### src/rtl/spart_pkg.sv
// SPART shared definitions: receive FSM state encoding, default frame and
// divisor constants, and the 2-of-3 vote used by the majority sampler.
package spart_pkg;

  typedef enum logic [2:0] {
    IDLE,
    START,
    DATA,
    STOP,
    BREAK
  } rx_state_e;

  localparam int unsigned BAUD_W      = 13;
  localparam int unsigned DATA_BITS   = 8;
  localparam int unsigned MIN_DIV     = 16;
  localparam logic [12:0] DEFAULT_DIV = 13'h1B2;  // 50 MHz / 434 -> 115200 baud

  function automatic logic maj3(input logic a, input logic b, input logic c);
    return (a & b) | (a & c) | (b & c);
  endfunction

endpackage

### src/rtl/spart_sync.sv
// Multi-flop synchroniser for SPART asynchronous inputs. Resets to 1 so that
// an idle-high line does not look like activity when reset is released.
// Ports:
//   clk, rst  - system clock, synchronous active-high reset
//   i_async   - asynchronous input
//   o_sync    - input retimed through STAGES flops
module spart_sync #(
  parameter int unsigned STAGES = 2
) (
  input  logic clk,
  input  logic rst,
  input  logic i_async,
  output logic o_sync
);

  logic [STAGES-1:0] r_chain;

  always_ff @(posedge clk) begin
    if (rst) begin
      r_chain <= '1;
    end else begin
      r_chain <= {r_chain[STAGES-2:0], i_async};
    end
  end

  assign o_sync = r_chain[STAGES-1];

endmodule

### src/rtl/spart_rx_deserializer.sv
// SPART UART receive front end: synchronises RX, validates the start bit,
// samples DATA_BITS data bits (LSB first) and the stop bit at mid-bit using
// the divisor latched at the start edge (minimum 16), and issues one-cycle
// rdy / frame_err strobes.
// Optional build macro SPART_RX_MAJORITY_EN: each sample becomes a 2-of-3 vote
// over counts 1, 0 and the following cycle; all decisions move one cycle later.
// Ports:
//   clk, rst   - system clock, synchronous active-high reset
//   RX         - asynchronous serial line, idles high
//   baud       - clock cycles per bit
//   rx_data    - last correctly framed byte
//   rdy        - one-cycle strobe, rx_data valid in the same cycle
//   frame_err  - one-cycle strobe when the stop bit is sampled low
//   busy       - high in any state except IDLE
module spart_rx_deserializer #(
  parameter int unsigned DATA_BITS   = spart_pkg::DATA_BITS,
  parameter int unsigned BAUD_W      = spart_pkg::BAUD_W,
  parameter int unsigned SYNC_STAGES = 2
) (
  input  logic                 clk,
  input  logic                 rst,
  input  logic                 RX,
  input  logic [BAUD_W-1:0]    baud,
  output logic [DATA_BITS-1:0] rx_data,
  output logic                 rdy,
  output logic                 frame_err,
  output logic                 busy
);
  import spart_pkg::*;

  localparam int unsigned IDX_W = (DATA_BITS > 1) ? $clog2(DATA_BITS) : 1;
  localparam logic [IDX_W-1:0]  LAST_IDX   = IDX_W'(DATA_BITS - 1);
  localparam logic [BAUD_W-1:0] LP_MIN_DIV = BAUD_W'(MIN_DIV);
  localparam logic [BAUD_W-1:0] ONE        = BAUD_W'(1);

  logic w_rx;

  spart_sync #(.STAGES(SYNC_STAGES)) u_sync (
    .clk     (clk),
    .rst     (rst),
    .i_async (RX),
    .o_sync  (w_rx)
  );

  rx_state_e            r_state, w_state;
  logic [BAUD_W-1:0]    r_cnt, w_cnt;
  logic [BAUD_W-1:0]    r_div, w_div;
  logic [IDX_W-1:0]     r_idx, w_idx;
  logic [DATA_BITS-1:0] r_shift, w_shift;
  logic [DATA_BITS-1:0] r_data, w_data;
  logic                 r_rdy, w_rdy;
  logic                 r_ferr, w_ferr;

  logic [BAUD_W-1:0] w_div_in;
  logic              w_in_frame;
  logic              w_cnt_zero;
  logic              w_evt;
  logic              w_bit;

  assign w_div_in   = (baud < LP_MIN_DIV) ? LP_MIN_DIV : baud;
  assign w_in_frame = (r_state == START) || (r_state == DATA) || (r_state == STOP);
  assign w_cnt_zero = (r_cnt == '0);

`ifdef SPART_RX_MAJORITY_EN
  // Votes are gathered at count 1 and 0; the decision is made one cycle
  // later with the live sample as the third vote. The counter keeps its
  // reload at count 0, so bit spacing is unchanged.
  logic r_s1, r_s0, r_pend;

  always_ff @(posedge clk) begin
    if (rst) begin
      r_s1   <= 1'b1;
      r_s0   <= 1'b1;
      r_pend <= 1'b0;
    end else begin
      r_pend <= w_in_frame && w_cnt_zero;
      if (r_cnt == ONE) r_s1 <= w_rx;
      if (w_cnt_zero)   r_s0 <= w_rx;
    end
  end

  assign w_evt = r_pend;
  assign w_bit = maj3(r_s1, r_s0, w_rx);
`else
  assign w_evt = w_in_frame && w_cnt_zero;
  assign w_bit = w_rx;
`endif

  always_comb begin
    w_state = r_state;
    w_cnt   = r_cnt;
    w_div   = r_div;
    w_idx   = r_idx;
    w_shift = r_shift;
    w_data  = r_data;
    w_rdy   = 1'b0;
    w_ferr  = 1'b0;

    if (w_in_frame) begin
      w_cnt = w_cnt_zero ? (r_div - ONE) : (r_cnt - ONE);
    end

    case (r_state)
      IDLE: begin
        if (!w_rx) begin
          w_div   = w_div_in;
          w_cnt   = (w_div_in >> 1) - ONE;
          w_idx   = '0;
          w_state = START;
        end
      end
      START: begin
        if (w_evt) w_state = w_bit ? IDLE : DATA;
      end
      DATA: begin
        if (w_evt) begin
          w_shift = DATA_BITS'({w_bit, r_shift} >> 1);
          if (r_idx == LAST_IDX) w_state = STOP;
          else                   w_idx   = r_idx + IDX_W'(1);
        end
      end
      STOP: begin
        if (w_evt) begin
          if (w_bit) begin
            w_data  = r_shift;
            w_rdy   = 1'b1;
            w_state = IDLE;
          end else begin
            w_ferr  = 1'b1;
            w_state = BREAK;
          end
        end
      end
      BREAK: begin
        if (w_rx) w_state = IDLE;
      end
      default: w_state = IDLE;
    endcase
  end

  always_ff @(posedge clk) begin
    if (rst) begin
      r_state <= IDLE;
      r_cnt   <= '0;
      r_div   <= LP_MIN_DIV;
      r_idx   <= '0;
      r_shift <= '0;
      r_data  <= '0;
      r_rdy   <= 1'b0;
      r_ferr  <= 1'b0;
    end else begin
      r_state <= w_state;
      r_cnt   <= w_cnt;
      r_div   <= w_div;
      r_idx   <= w_idx;
      r_shift <= w_shift;
      r_data  <= w_data;
      r_rdy   <= w_rdy;
      r_ferr  <= w_ferr;
    end
  end

  assign rx_data   = r_data;
  assign rdy       = r_rdy;
  assign frame_err = r_ferr;
  assign busy      = (r_state != IDLE);

endmodule

### config.mk
export PLATFORM = sky130hd
export DESIGN_NAME = spart_rx_deserializer
export DESIGN_NICKNAME = d
export VERILOG_FILES = /design/src/rtl/spart_pkg.sv /design/src/rtl/spart_sync.sv /design/src/rtl/spart_rx_deserializer.sv
export SDC_FILE = /design/constraint.sdc
export NUM_CORES = 1
export LEC_CHECK = 0
export ABC_AREA = 1
export CORE_MARGIN = 2
export CORE_UTILIZATION = 30
export DETAILED_ROUTE_END_ITERATION = 12
export HOLD_SLACK_MARGIN = 0.03
export PLACE_DENSITY = 0.51
export SLEW_MARGIN = 10
export SYNTH_ARGS = -nofsm -noshare
export SYNTH_HDL_FRONTEND = slang
export SYNTH_SLANG_ARGS = --single-unit
### constraint.sdc
create_clock -name clk -period 3.7 [get_ports clk]
set_input_delay 0.74 -clock clk [delete_from_list [all_inputs] [get_ports clk]]
set_output_delay 0.74 -clock clk [all_outputs]
set_load 0.02 [all_outputs]
Yosys cells after proc, flatten, opt, wreduce, memory -nomap -nowiden:

Index checks and enable logic that the tools add are counted.

* flip-flop bits (word level): 52
* latch bits: 0
* RAM bits: 0
* memory bits (read-only): 0
* input bits: 16
* memories: 0

* add/subtract/negate cells: 4
* multiply operators: 0
* div/mod/pow operators: 0
* magnitude comparators: 1
* equal/unequal tests: 12
* shift-type cells: 0
* mux-type cells: 20
* bitwise logic cells: 3
* reduce and logical (&&, ||, !) cells: 13

Operator list (count)
* 13-bit 2-to-1 mux: 5
* 3-bit 2-to-1 mux: 10
* 13-bit by 1-bit subtractor with 13-bit output (second input constant): 2
* 3-bit case mux with 5 select lines: 1
* 13-bit zero test: 1
* 13-bit by 5-bit < comparator with 1-bit output (second input constant): 1
* 12-bit by 1-bit subtractor with 13-bit output (second input constant): 1
* 2-bit != test (second input constant): 5
* 3-bit by 2-bit equality test with 1-bit output (second input constant): 2
* 3-bit equality test (second input constant): 2
* 3-bit case mux with 2 select lines: 1
* 6-bit AND reduction: 1
* 2-bit by 1-bit != test with 1-bit output (second input constant): 2
* 2-bit AND reduction: 2
* 4-bit AND reduction: 1
* 3-bit by 1-bit adder with 3-bit output (second input constant): 1
* 3-bit by 1-bit equality test with 1-bit output (second input constant): 1
* 3-bit zero test: 1
* 1-bit NOT: 3
* 3-bit AND reduction: 1
* 3-bit nonzero test: 1
* 3-bit OR reduction: 1
* 1-bit logical OR: 2
* 1-bit 2-to-1 mux: 2
* 3 further kinds: 3

Longest topological paths before layout:

* depth in word-level cells: 6
* mapped depth: 16

By module:

Synthesis repeated with hierarchy kept, for this count alone.

* cells, all modules: 412
* area, all modules: 2934.1 sq um

By module, submodules not included
* spart_rx_deserializer: instances 1, cells an instance 405, area each 2875.3 sq um
* spart_sync: instances 1, cells an instance 7, area each 58.8 sq um

Least setup slack after synthesis:

OpenSTA, ideal clock, no wires.

* kind: input to register
* from: in baud[8]
* to: reg r_cnt[10]
* setup time: 0.071 ns
* arrival: 2.122 ns
* data required time: 3.629 ns
* path slack: 1.507 ns
* stages on the path: 14
* cell sequence: inv_2 > nand2_1 > nor2_4 > nand3_4 > inv_2 > nor2_1 > inv_1 > ha_1 > nand3_1 > inv_2 > nand2_1 > o21ai_0 > nand3_1 > a21oi_1

* longest elaborated chain between the ends: 5

Ends and longest elaborated chain
* from (decl): line spart_rx_deserializer.sv:23 `input logic [BAUD_W-1:0] baud,`
* 13-bit by 5-bit < comparator with 1-bit output: line spart_rx_deserializer.sv:60 `assign w_div_in = (baud < LP_MIN_DIV) ? LP_MIN_DIV : baud;`
* 13-bit 2-to-1 mux (*): line spart_rx_deserializer.sv:60
* 12-bit by 1-bit subtractor with 13-bit output (*): line spart_rx_deserializer.sv:107 `w_cnt = (w_div_in >> 1) - ONE;`
* 13-bit 2-to-1 mux (*): line spart_rx_deserializer.sv:105 `if (!w_rx) begin`
* 13-bit 2-to-1 mux (*): line spart_rx_deserializer.sv:103 `case (r_state)`
* to (signal assigned): line spart_rx_deserializer.sv:153 `r_cnt <= w_cnt;`
* to (decl): line spart_rx_deserializer.sv:46 `logic [BAUD_W-1:0] r_cnt, w_cnt;`

Mark *: on every way between the ends. The rest lies on a longest branch, timed or not.
A chain may end at the register's enable or synchronous reset.

Final worst setup path:

* from: in baud[7]
* to: reg r_cnt[6]

Same word-level chain as after synthesis.

==> metrics.txt <==
status finished clean; Routed Antenna Nets 0; Detailed Route WL 7.05 mm; Clock Pin Slew Worst Setup and Hold Paths 0.10 ns; Hold Startpoint u_sync.r_chain[0]; Worst-Skew Late Latency 0.30 ns; Post-Syn Instances 405; Setup-failing EPs final 0; actual slew at the worst max-slew pin 0.643 ns; post-CTS setup buffers 0; CTS Buffer Depth 2; Die H 101 um; synthesized area 0.00284 sq mm; P&R area growth vs syn 16.1%; RSZ-0062 raised after global routing no; maximum fanout along the worst path 4; fin nets 451; RePlAce Congestion 0.827; Final Max Slew Viols 0; CTS Buf Count 5; most frequent cell after synthesis nand2_1; area leader, netlist dfxtp_1; main flop type after synthesis dfxtp_1; Fin Setup TNS 0 ns; post-CTS resize count 0; vias in the first global route 2388; Area contributors post-synth dfxtp_1 (37%), nand2_1 (8.5%), o21ai_0 (7.6%), a21oi_1 (7.1%), inv_1 (7.0%); P_leak 0.00139 uW; first-pass GRT wire length 11.7 mm; Worst Path Arrival 2.79 ns; initial antenna violation count 0; total gr overflow 0; Post-CTS Hold Buffers 0; slew margin rel. 57.1%; synth cell count leaders nand2_1 (64), inv_1 (53), dfxtp_1 (52), o21ai_0 (43), a21oi_1 (40); Period minus WS final 2.60 ns; DP Wirelength 5.43 mm; DRC violations left 0; Die ar. 0.0103 sq mm; register bit total from synthesis 52; Max IR drop VDD 0.237 mV; hold path cells 1; Syn Nets 425; Max-cap violations 0; Ys Warns 0; Clock Tree Root clkbuf_8; # clock sinks 52; vias per inst 4.79; Cell Pwr Density 783 mW/mm^2; endpoints failing hold 0; row cnt 35; Hold Path Class reg2reg; r2r setup slk 1.33 ns; Diodes inserted 0; period utilisation layout 70.3%; instance area after placement 0.00321 sq mm; crit path kind in2reg; Reg2Reg Depth 14; FF-to-FF End r_cnt[8]; H-tree Lvls 2; Setup crit start kind primary input; Initial DRT Pass Iterations 5; Buffers on Ports 26; FFs w/ async S/R, synth 0%; CTS tree yes; largest net degree at the start of global routing 24; design area 0.00330 sq mm; post-synth top area share 36.7%; CORE AREA 0.00920 sq mm; CP required 3.89 ns; GRT Total Usage 14.3%; FMAX 0.384 GHz; sequential area share after synthesis 36.7%; Worst Hold End u_sync.r_chain[1]; Initial Util 30.9%; r2r startpoint r_cnt[0]; distinct cell type count after synthesis 39; Post-synth EDFFs 0; Final Skew 0.00854 ns; layout cells sized above 1 16.7%; wire length per cell 13.0 um; I/O pins 27; die width 101 um; Vias 2599; DR iter-0 viols 127; crit end category register; mean post-synth cell area 7.01 sq um
==> state kept, by name, summed over array words and instances, names as in the netlist <==
signal and flops:
r_shift 8, r_idx 3, u_sync.r_chain 2, rx_data 8, r_cnt 13, rdy 1
r_div 13, frame_err 1, r_state 3
==> cells in the final DEF (no fill, tap or decap), types with 2 or more instances in the layout <==
master | netlist | final
nand3b_1 | 2 | 2
clkbuf_8 | 0 | 5
ha_1 | 4 | 4
clkdlybuf4s50_1 | 0 | 26
nand2_2 | 12 | 12
nand4_1 | 2 | 2
nor3_1 | 2 | 2
nor2_1 | 26 | 26
buf_4 | 2 | 4
nor2_2 | 15 | 15
a21oi_1 | 40 | 40
o21bai_1 | 2 | 2
o211ai_1 | 2 | 2
or2_2 | 3 | 3
o22ai_1 | 8 | 8
o21ai_0 | 43 | 43
nand3_2 | 4 | 4
nand2_1 | 64 | 64
nor2_4 | 7 | 7
dfxtp_1 | 52 | 52
nand3_1 | 25 | 25
inv_2 | 13 | 13
inv_1 | 53 | 53
==> critical path, cell delays in order <==
cell	delay, ns
clkdlybuf4s50_1	0.51
inv_1	0.08
nand2_1	0.10
nor2_4	0.06
nand3_4	0.10
inv_2	0.06
nor2_1	0.22
inv_1	0.13
ha_1	0.24
nand3_1	0.12
inv_2	0.06
a21oi_1	0.14
o21ai_0	0.10
nand2_1	0.07
a21oi_1	0.05
==> per-stage QoR <==
stage	hold slack, ns	utilization (%)	cells	setup WS [ns]	total power, uW
finish	0.418	35.8	543	1.10	2580
CTS	0.419	35.8	543	1.10	2600
detailed placement	0.395	34.9	535	0.790	2260
floorplan	0.389	-	405	1.51	1980
global placement	0.396	34.9	535	0.838	2250
global route	0.436	35.8	543	0.890	2830
==> kinds of logic (layout without fill, tap and decap cells) <==
group | Yosys count | after routing | synth area share, %
AO/OA/AOI/OAI | 101 | 101 | 19.1
XOR/XNOR | 2 | 2 | 0.617
adder cells (fa/ha/maj) | 4 | 4 | 1.76
buffers and inverters | 78 | 105 | 11.0
flip-flops | 52 | 52 | 36.7
AND/OR/NAND/NOR | 168 | 168 | 30.8
==> where the power goes <==
group,leakage (uW),switching [uW],internal (uW)
logic,0.000921,1040,490
clock network,0.0000445,191,135
registers,0.000422,70.1,655
total,0.00139,1300,1280
==> routing by layer <==
metal / track usage [%] / up-vias / share of wire [%]
met1: 21.5 / 1197 / 53
li1: - / 1359 / -
met5: 0 / - / 0
met3: 1.93 / 2 / 2.5
met4: 3.12 / 0 / 0.57
met2: 21.8 / 41 / 44
==> cell type report <==
cell class / instances / area [sq um]
flip-flops and latches: 52 / 1040
clock buffers: 5 / 68.8
well taps: 111 / 139
repair buffers: 30 / 290
fillers: 1003 / 5900
multi-input cells: 275 / 1480
clock inverters: 3 / 21.3
inverters: 67 / 251
==> how the worst max path moves through the flow <==
stage	cells past startpoint	endpoint	startpoint
floorplan	14	r_cnt[10]	baud[8]
global placement	16	r_cnt[8]	baud[5]
detailed placement	15	r_cnt[6]	baud[5]
CTS	15	r_cnt[6]	baud[5]
global route	16	r_cnt[8]	baud[5]
finish	15	r_cnt[6]	baud[7]
Power figures use the tool's default switching activity.
